--- config.mk ---
export PLATFORM = sky130hd
export DESIGN_NAME = stark_branch_scheduler_flat
export DESIGN_NICKNAME = d
export VERILOG_FILES = /design/src/rtl/stark_branch_scheduler_pkg.sv /design/src/rtl/stark_branch_scheduler_if.sv /design/src/rtl/stark_branch_scheduler_age_select.sv /design/src/rtl/stark_branch_scheduler.sv /design/src/flat_wrapper.sv
export SDC_FILE = /design/constraint.sdc
export NUM_CORES = 1
export LEC_CHECK = 0
export BUFFER_PORTS_ARGS = -buffer_cell sky130_fd_sc_hd__buf_4
export CORE_MARGIN = 2
export CORE_UTILIZATION = 51
export DETAILED_ROUTE_END_ITERATION = 16
export PLACE_DENSITY = 0.69
export SLEW_MARGIN = 20
export SYNTH_ARGS = -nofsm -noshare
export SYNTH_HDL_FRONTEND = slang
export SYNTH_HIERARCHICAL = 1
export SYNTH_SLANG_ARGS = --single-unit
--- constraint.sdc ---
create_clock -name clk -period 9.9 [get_ports clk]
set_input_delay 0.495 -clock clk [delete_from_list [all_inputs] [get_ports clk]]
set_output_delay 0.495 -clock clk [all_outputs]
set_load 0.05 [all_outputs]
--- src/rtl/stark_branch_scheduler_pkg.sv ---
// Shared types for the branch-station issue scheduler: ROB index,
// watchdog counter and per-station occupancy state.
package stark_branch_scheduler_pkg;

    localparam int ROB_NDX_W = 5;
    localparam int WDOG_W    = 6;

    typedef logic [ROB_NDX_W-1:0] rob_ndx_t;
    typedef logic [WDOG_W-1:0]    wdog_cnt_t;

    typedef enum logic {
        BS_IDLE = 1'b0,
        BS_BUSY = 1'b1
    } bs_state_t;

endpackage

--- src/rtl/stark_branch_scheduler_if.sv ---
// Bundle between the scheduler, the ROB and the branch stations. The
// scheduler sits on the slave side; ROB/stations drive the master side.
interface stark_branch_scheduler_if #(
    parameter int NBS         = 2,
    parameter int ROB_ENTRIES = 32
);
    import stark_branch_scheduler_pkg::*;

    rob_ndx_t               head;
    logic [ROB_ENTRIES-1:0] brrdy;
    logic                   flush;
    logic [NBS-1:0]         bs_done;

    logic [NBS-1:0]         issue;
    rob_ndx_t [NBS-1:0]     rndx;
    logic [NBS-1:0]         rndxv;
    logic [NBS-1:0]         bs_idle_oh;
    logic [ROB_ENTRIES-1:0] issued;
    logic                   tmo_err;

    modport master (
        output head, brrdy, flush, bs_done,
        input  issue, rndx, rndxv, bs_idle_oh, issued, tmo_err
    );

    modport slave (
        input  head, brrdy, flush, bs_done,
        output issue, rndx, rndxv, bs_idle_oh, issued, tmo_err
    );

endinterface

--- src/rtl/stark_branch_scheduler_age_select.sv ---
// Combinational age selector: rotates ready/pending by the ROB head and
// returns the NBS oldest non-pending ready entries, oldest first.
module stark_branch_scheduler_age_select
    import stark_branch_scheduler_pkg::*;
#(
    parameter int NBS         = 2,
    parameter int ROB_ENTRIES = 32
) (
    input  rob_ndx_t               head_i,
    input  logic [ROB_ENTRIES-1:0] ready_i,
    input  logic [ROB_ENTRIES-1:0] pend_i,
    output rob_ndx_t [NBS-1:0]     ndx_o,
    output logic [NBS-1:0]         vld_o
);

    logic [ROB_ENTRIES-1:0] rotReady;
    logic [ROB_ENTRIES-1:0] rotPend;

    // After rotation bit 0 is the head entry, so lower bits are older.
    assign rotReady = (ready_i >> head_i) | (ready_i << (ROB_ENTRIES - int'(head_i)));
    assign rotPend  = (pend_i  >> head_i) | (pend_i  << (ROB_ENTRIES - int'(head_i)));

    always_comb begin
        logic [ROB_ENTRIES-1:0] avail;
        logic                   found;
        avail = rotReady & ~rotPend;
        found = 1'b0;
        ndx_o = '0;
        vld_o = '0;
        for (int n = 0; n < NBS; n++) begin
            found = 1'b0;
            for (int i = 0; i < ROB_ENTRIES; i++) begin
                if (!found && avail[i]) begin
                    found    = 1'b1;
                    avail[i] = 1'b0;
                    ndx_o[n] = rob_ndx_t'(i) + head_i;
                end
            end
            vld_o[n] = found;
        end
    end

endmodule

--- src/rtl/stark_branch_scheduler.sv ---
// Branch-station issue scheduler: oldest-first selection from the ROB,
// per-station IDLE/BUSY tracking with a watchdog, registered issue outputs.
module stark_branch_scheduler
    import stark_branch_scheduler_pkg::*;
#(
    parameter int NBS         = 2,
    parameter int ROB_ENTRIES = 32,
    parameter int TMO         = 63
) (
    input  logic                    clk,
    input  logic                    rst,
    stark_branch_scheduler_if.slave bus
);

    localparam wdog_cnt_t TMO_LAST = wdog_cnt_t'(TMO - 1);

    bs_state_t              state_q [NBS];
    bs_state_t              state_d [NBS];
    wdog_cnt_t              cnt_q   [NBS];
    wdog_cnt_t              cnt_d   [NBS];
    logic [NBS-1:0]         issue_q, issue_d;
    rob_ndx_t [NBS-1:0]     rndx_q, rndx_d;
    logic [ROB_ENTRIES-1:0] issued_q, issued_d;
    logic                   tmoErr_q, tmoErr_d;
    logic [ROB_ENTRIES-1:0] heldMask;
    rob_ndx_t [NBS-1:0]     candNdx;
    logic [NBS-1:0]         candVld;

    // Entries owned by a busy station are blocked from selection; this covers
    // last cycle's issues while the ROB issued flag catches up, and also any
    // stale ready bit for an entry still executing.
    always_comb begin
        heldMask = '0;
        for (int k = 0; k < NBS; k++) begin
            if (state_q[k] == BS_BUSY) begin
                heldMask[rndx_q[k]] = 1'b1;
            end
        end
    end

    stark_branch_scheduler_age_select #(
        .NBS         (NBS),
        .ROB_ENTRIES (ROB_ENTRIES)
    ) u_age_select (
        .head_i  (bus.head),
        .ready_i (bus.brrdy),
        .pend_i  (heldMask),
        .ndx_o   (candNdx),
        .vld_o   (candVld)
    );

    // The n-th oldest candidate goes to the n-th idle station in index order.
    always_comb begin
        int rank;
        rank     = 0;
        issue_d  = '0;
        rndx_d   = rndx_q;
        issued_d = '0;
        for (int k = 0; k < NBS; k++) begin
            if (!bus.flush && state_q[k] == BS_IDLE) begin
                for (int n = 0; n < NBS; n++) begin
                    if (rank == n && candVld[n]) begin
                        issue_d[k]          = 1'b1;
                        rndx_d[k]           = candNdx[n];
                        issued_d[candNdx[n]] = 1'b1;
                    end
                end
                rank = rank + 1;
            end
        end
    end

    // Done takes priority over watchdog expiry; flush overrides everything.
    always_comb begin
        tmoErr_d = 1'b0;
        for (int k = 0; k < NBS; k++) begin
            state_d[k] = state_q[k];
            cnt_d[k]   = cnt_q[k];
            if (bus.flush) begin
                state_d[k] = BS_IDLE;
                cnt_d[k]   = '0;
            end else begin
                case (state_q[k])
                    BS_IDLE: begin
                        if (issue_d[k]) begin
                            state_d[k] = BS_BUSY;
                            cnt_d[k]   = '0;
                        end
                    end
                    BS_BUSY: begin
                        if (bus.bs_done[k]) begin
                            state_d[k] = BS_IDLE;
                            cnt_d[k]   = '0;
                        end else if (cnt_q[k] == TMO_LAST) begin
                            state_d[k] = BS_IDLE;
                            cnt_d[k]   = '0;
                            tmoErr_d   = 1'b1;
                        end else begin
                            cnt_d[k] = cnt_q[k] + wdog_cnt_t'(1);
                        end
                    end
                    default: begin
                        state_d[k] = BS_IDLE;
                        cnt_d[k]   = '0;
                    end
                endcase
            end
        end
    end

    always_ff @(posedge clk) begin
        if (rst) begin
            for (int k = 0; k < NBS; k++) begin
                state_q[k] <= BS_IDLE;
                cnt_q[k]   <= '0;
            end
            issue_q  <= '0;
            rndx_q   <= '0;
            issued_q <= '0;
            tmoErr_q <= 1'b0;
        end else begin
            for (int k = 0; k < NBS; k++) begin
                state_q[k] <= state_d[k];
                cnt_q[k]   <= cnt_d[k];
            end
            issue_q  <= issue_d;
            rndx_q   <= rndx_d;
            issued_q <= issued_d;
            tmoErr_q <= tmoErr_d;
        end
    end

    assign bus.issue   = issue_q;
    assign bus.rndx    = rndx_q;
    assign bus.issued  = issued_q;
    assign bus.tmo_err = tmoErr_q;

    for (genvar k = 0; k < NBS; k++) begin : g_status
        assign bus.rndxv[k]      = (state_q[k] == BS_BUSY);
        assign bus.bs_idle_oh[k] = (state_q[k] == BS_IDLE);
    end

endmodule

--- src/flat_wrapper.sv ---
// flat-port wrapper written by rule: the top's interface ports become plain ports
module stark_branch_scheduler_flat import stark_branch_scheduler_pkg::*;
#(
    parameter int NBS         = 2,
    parameter int ROB_ENTRIES = 32,
    parameter int TMO         = 63
)
  (clk, rst, bus_head, bus_brrdy, bus_flush, bus_bs_done, bus_issue, bus_rndx, bus_rndxv, bus_bs_idle_oh, bus_issued, bus_tmo_err);
  stark_branch_scheduler_if #(.NBS(NBS), .ROB_ENTRIES(ROB_ENTRIES)) bus_i ();
  input  logic clk;
  input  logic rst;
  input wire logic [$bits(bus_i.head)-1:0] bus_head;
  input wire logic [$bits(bus_i.brrdy)-1:0] bus_brrdy;
  input wire logic [$bits(bus_i.flush)-1:0] bus_flush;
  input wire logic [$bits(bus_i.bs_done)-1:0] bus_bs_done;
  output wire logic [$bits(bus_i.issue)-1:0] bus_issue;
  output wire logic [$bits(bus_i.rndx)-1:0] bus_rndx;
  output wire logic [$bits(bus_i.rndxv)-1:0] bus_rndxv;
  output wire logic [$bits(bus_i.bs_idle_oh)-1:0] bus_bs_idle_oh;
  output wire logic [$bits(bus_i.issued)-1:0] bus_issued;
  output wire logic [$bits(bus_i.tmo_err)-1:0] bus_tmo_err;
  assign bus_i.head = bus_head;
  assign bus_i.brrdy = bus_brrdy;
  assign bus_i.flush = bus_flush;
  assign bus_i.bs_done = bus_bs_done;
  assign bus_issue = bus_i.issue;
  assign bus_rndx = bus_i.rndx;
  assign bus_rndxv = bus_i.rndxv;
  assign bus_bs_idle_oh = bus_i.bs_idle_oh;
  assign bus_issued = bus_i.issued;
  assign bus_tmo_err = bus_i.tmo_err;
  stark_branch_scheduler #(.NBS(NBS), .ROB_ENTRIES(ROB_ENTRIES), .TMO(TMO)) u_core (.clk(clk), .rst(rst), .bus(bus_i));
endmodule
==> summary.txt <==
status - completed
CTS tree - yes
initial antenna violation count - 0
Detailed Place HPWL - 53560 µm
CP Class - register to register
YS warnings - 6
largest net degree at the start of global routing - 95
First DRT Iteration DRCs - 3295
crit path DAT - 8820 ps
root buffer cell - clkbuf_16
placed cells - 2328
CP max FO - 15
io pins - 91
peak supply drop - 0.00009221 V
fin area - 16500 µm²
multi-input logic area - 13230 µm²
final hold slack - 500.3 ps
Final Wtd Congestion - 1.049
FP Rows - 64
WL per Instance - 30.71 µm
P&R area growth vs syn - 5.545%
DRT Pass-1 Iters - 7
Unique masters post-synth - 130
WHS Path Cells - 1
DRC Markers - 0
Pins Over Slew Limit - 0
Final Non-Filler Cells - 2345
Antenna Cells - 0
pwr/cell area - 108.3 nW/µm²
Starting Density - 51.39%
DRT antenna net count - 0
setup TNS - 0 ps
Main synth FF type - dfxtp_1
core outline area - 30430 µm²
first-pass GRT wire length - 105100 µm
Post-Syn Instances - 1976
max-cap viol count - 0
number of flops mapped to enable cells by yosys - 0
Mapped Avg Cell Area - 7.914 µm²
DIE WIDTH - 179.1 µm
vias in the first global route - 16311
crit start category - register
die area - 32080 µm²
Worst slew margin - 18.25%
Hold WC Path Type - register to register
clock tree buffer depth - 2
Worst Reg-to-Reg Cells - 22
post-route setup slack - 1343 ps
CP Capture Type - register
fraction of layout cells with a size suffix above 1 - 21.14%
GR met1 Demand/Resource - 57.94%
Global Route Usage Sum - 43.81%
total power - 1.787 mW
grt total ovfl - 0
GRT busiest layer - met2
Sequential Area - 1181 µm²
Post-Place Setup Slack - 1398 ps
clk_lat worst skew - 330 ps
GRT met3 Usage - 10.18%
period utilisation layout - 86.44%
hold_buf cts - 0
Syn Nets - 2035
register area share after synthesis - 7.553%
Post-Syn Area - 15640 µm²
CTS resizes - 0
Vias per Instance - 7.771
DIE HEIGHT - 179.1 µm
Post-CTS Setup Inserts - 0
RSZ-0062 raised after global routing - no
Seq cells post-synth - 59
crit path time final - 8557 ps
Final Skew - 5.143 ps
Setup Viol. Count Final - 0
routing usage on met2 - 65.95%
wirelength, routed - 72010 µm
fmax - 116.9 MHz
Leak Pwr - 5.918 nW
count of input and output buffers - 90
H-tree lvl count - 3
Total Nets Final - 2003
worst path required time - 10160 ps
fill count - 2915
Tightest Pin Transition - 1210 ps
routed via count - 18223
clock-pin transition on the worst setup and hold timing paths - 50 ps
DP Area - 16170 µm²
Final Hold Fails - 0
Num CTS Buffers - 9
CTS sink count - 59
final core utilization - 54.24%
Async SR Flop Fraction - 0%
cells in the final DEF, fill, tap and decap left out, drive strengths merged, types with 17 or more instances in the layout:
cell    netlist  final
a211oi       20     20
nor3         68     68
nand2       230    230
ha           17     17
o211ai       33     33
o221ai       18     18
a22oi        51     51
nand4        23     23
o21ai        69     69
inv          30     30
a31oi        31     31
xnor2        32     32
nor4         24     24
o22ai        66     66
or3          25     25
nand3b       17     17
buf         109    145
a221oi       21     21
mux2         62     62
mux4        101    101
and2         18     18
nor2        178    178
nand2b       25     25
nand3        60     60
a21oi        97     97
dfxtp        59     59
nor2b        23     23
mux2i       125    125
synthesized netlist by cell type, drive strengths merged (32+ instances only):
library cell,instances,share of area [%]
a21oi,97,3.1
a22oi,51,2.5
buf,109,5.3
clkbuf,79,1.9
dfxtp,59,7.6
mux2,62,4.5
mux2i,125,8.0
mux4,101,15
nand2,230,5.6
nand3,60,2.0
nor2,178,4.4
nor3,68,2.6
o211ai,33,1.7
o21ai,69,2.2
o22ai,66,2.6
xnor2,32,1.9
logic make-up after synthesis:
kind of cell,share of synthesized area (%)
simple gates,25.99
xor+xnor,2.368
flops,7.553
compound gates,27.37
mux,27.06
buf+inv,8.041
fa+ha+maj,1.616
path summary, 6_finish.rpt:
kind / from / to / slack [ps]
max: u_core/state_q[0][0] / u_core/bus.issued[22] / 1340
min: u_core/cnt_q[0][10] / u_core/cnt_q[0][10] / 500
max reg2reg: u_core/state_q[0][0] / u_core/bus.issued[22] / 1340
min reg2reg: u_core/cnt_q[0][10] / u_core/cnt_q[0][10] / 500
sequential cells by signal, summed over array words and instances (netlist names):
register / count
u_core/bus.issue: 2
u_core/bus.issued: 32
u_core/bus.rndx: 10
u_core/bus.tmo_err: 1
u_core/cnt_q: 12
u_core/state_q: 2
worst max-delay path: stages (launching register included):
cell and delay (ps):
dfxtp_1 770, inv_1 130, or3_1 470, o22ai_1 780, mux4_2 410, mux2i_1 150
mux2_2 370, a32oi_1 400, nor2_1 220, nor3_2 620, a21oi_2 100, or2_2 440
nor3_2 570, o211ai_2 450, nor3_1 420, o211ai_1 330, mux2i_1 260, a2111oi_2 70
a221oi_2 450, nand4bb_1 220, nor2_1 520, a22oi_1 200, nor2_1 130
final cells by class:
| class | instances | share of cell area, % |
|---|---|---|
| Tap cell | 396 | 3.002 |
| Clock inverter | 5 | 0.4549 |
| Inverter | 34 | 0.8036 |
| Clock buffer | 11 | 1.531 |
| Multi-Input combinational cell | 1695 | 80.18 |
| Timing Repair Buffer | 145 | 6.868 |
| Sequential cell | 59 | 7.156 |
routing by layer:
layer  part of all wire, %  wire length [µm]
met1                    37             26400
met2                    43             30800
met3                    13              9557
met4                   7.3              5249
met5                     0                 0
power breakdown:
part	switching [mW]	internal (mW)	leakage [nW]
sequential	0.0161	0.249	0.479
clock	0.105	0.232	0.165
combinational	0.800	0.385	5.27
No activity file was read; power rests on OpenSTA's default activity.
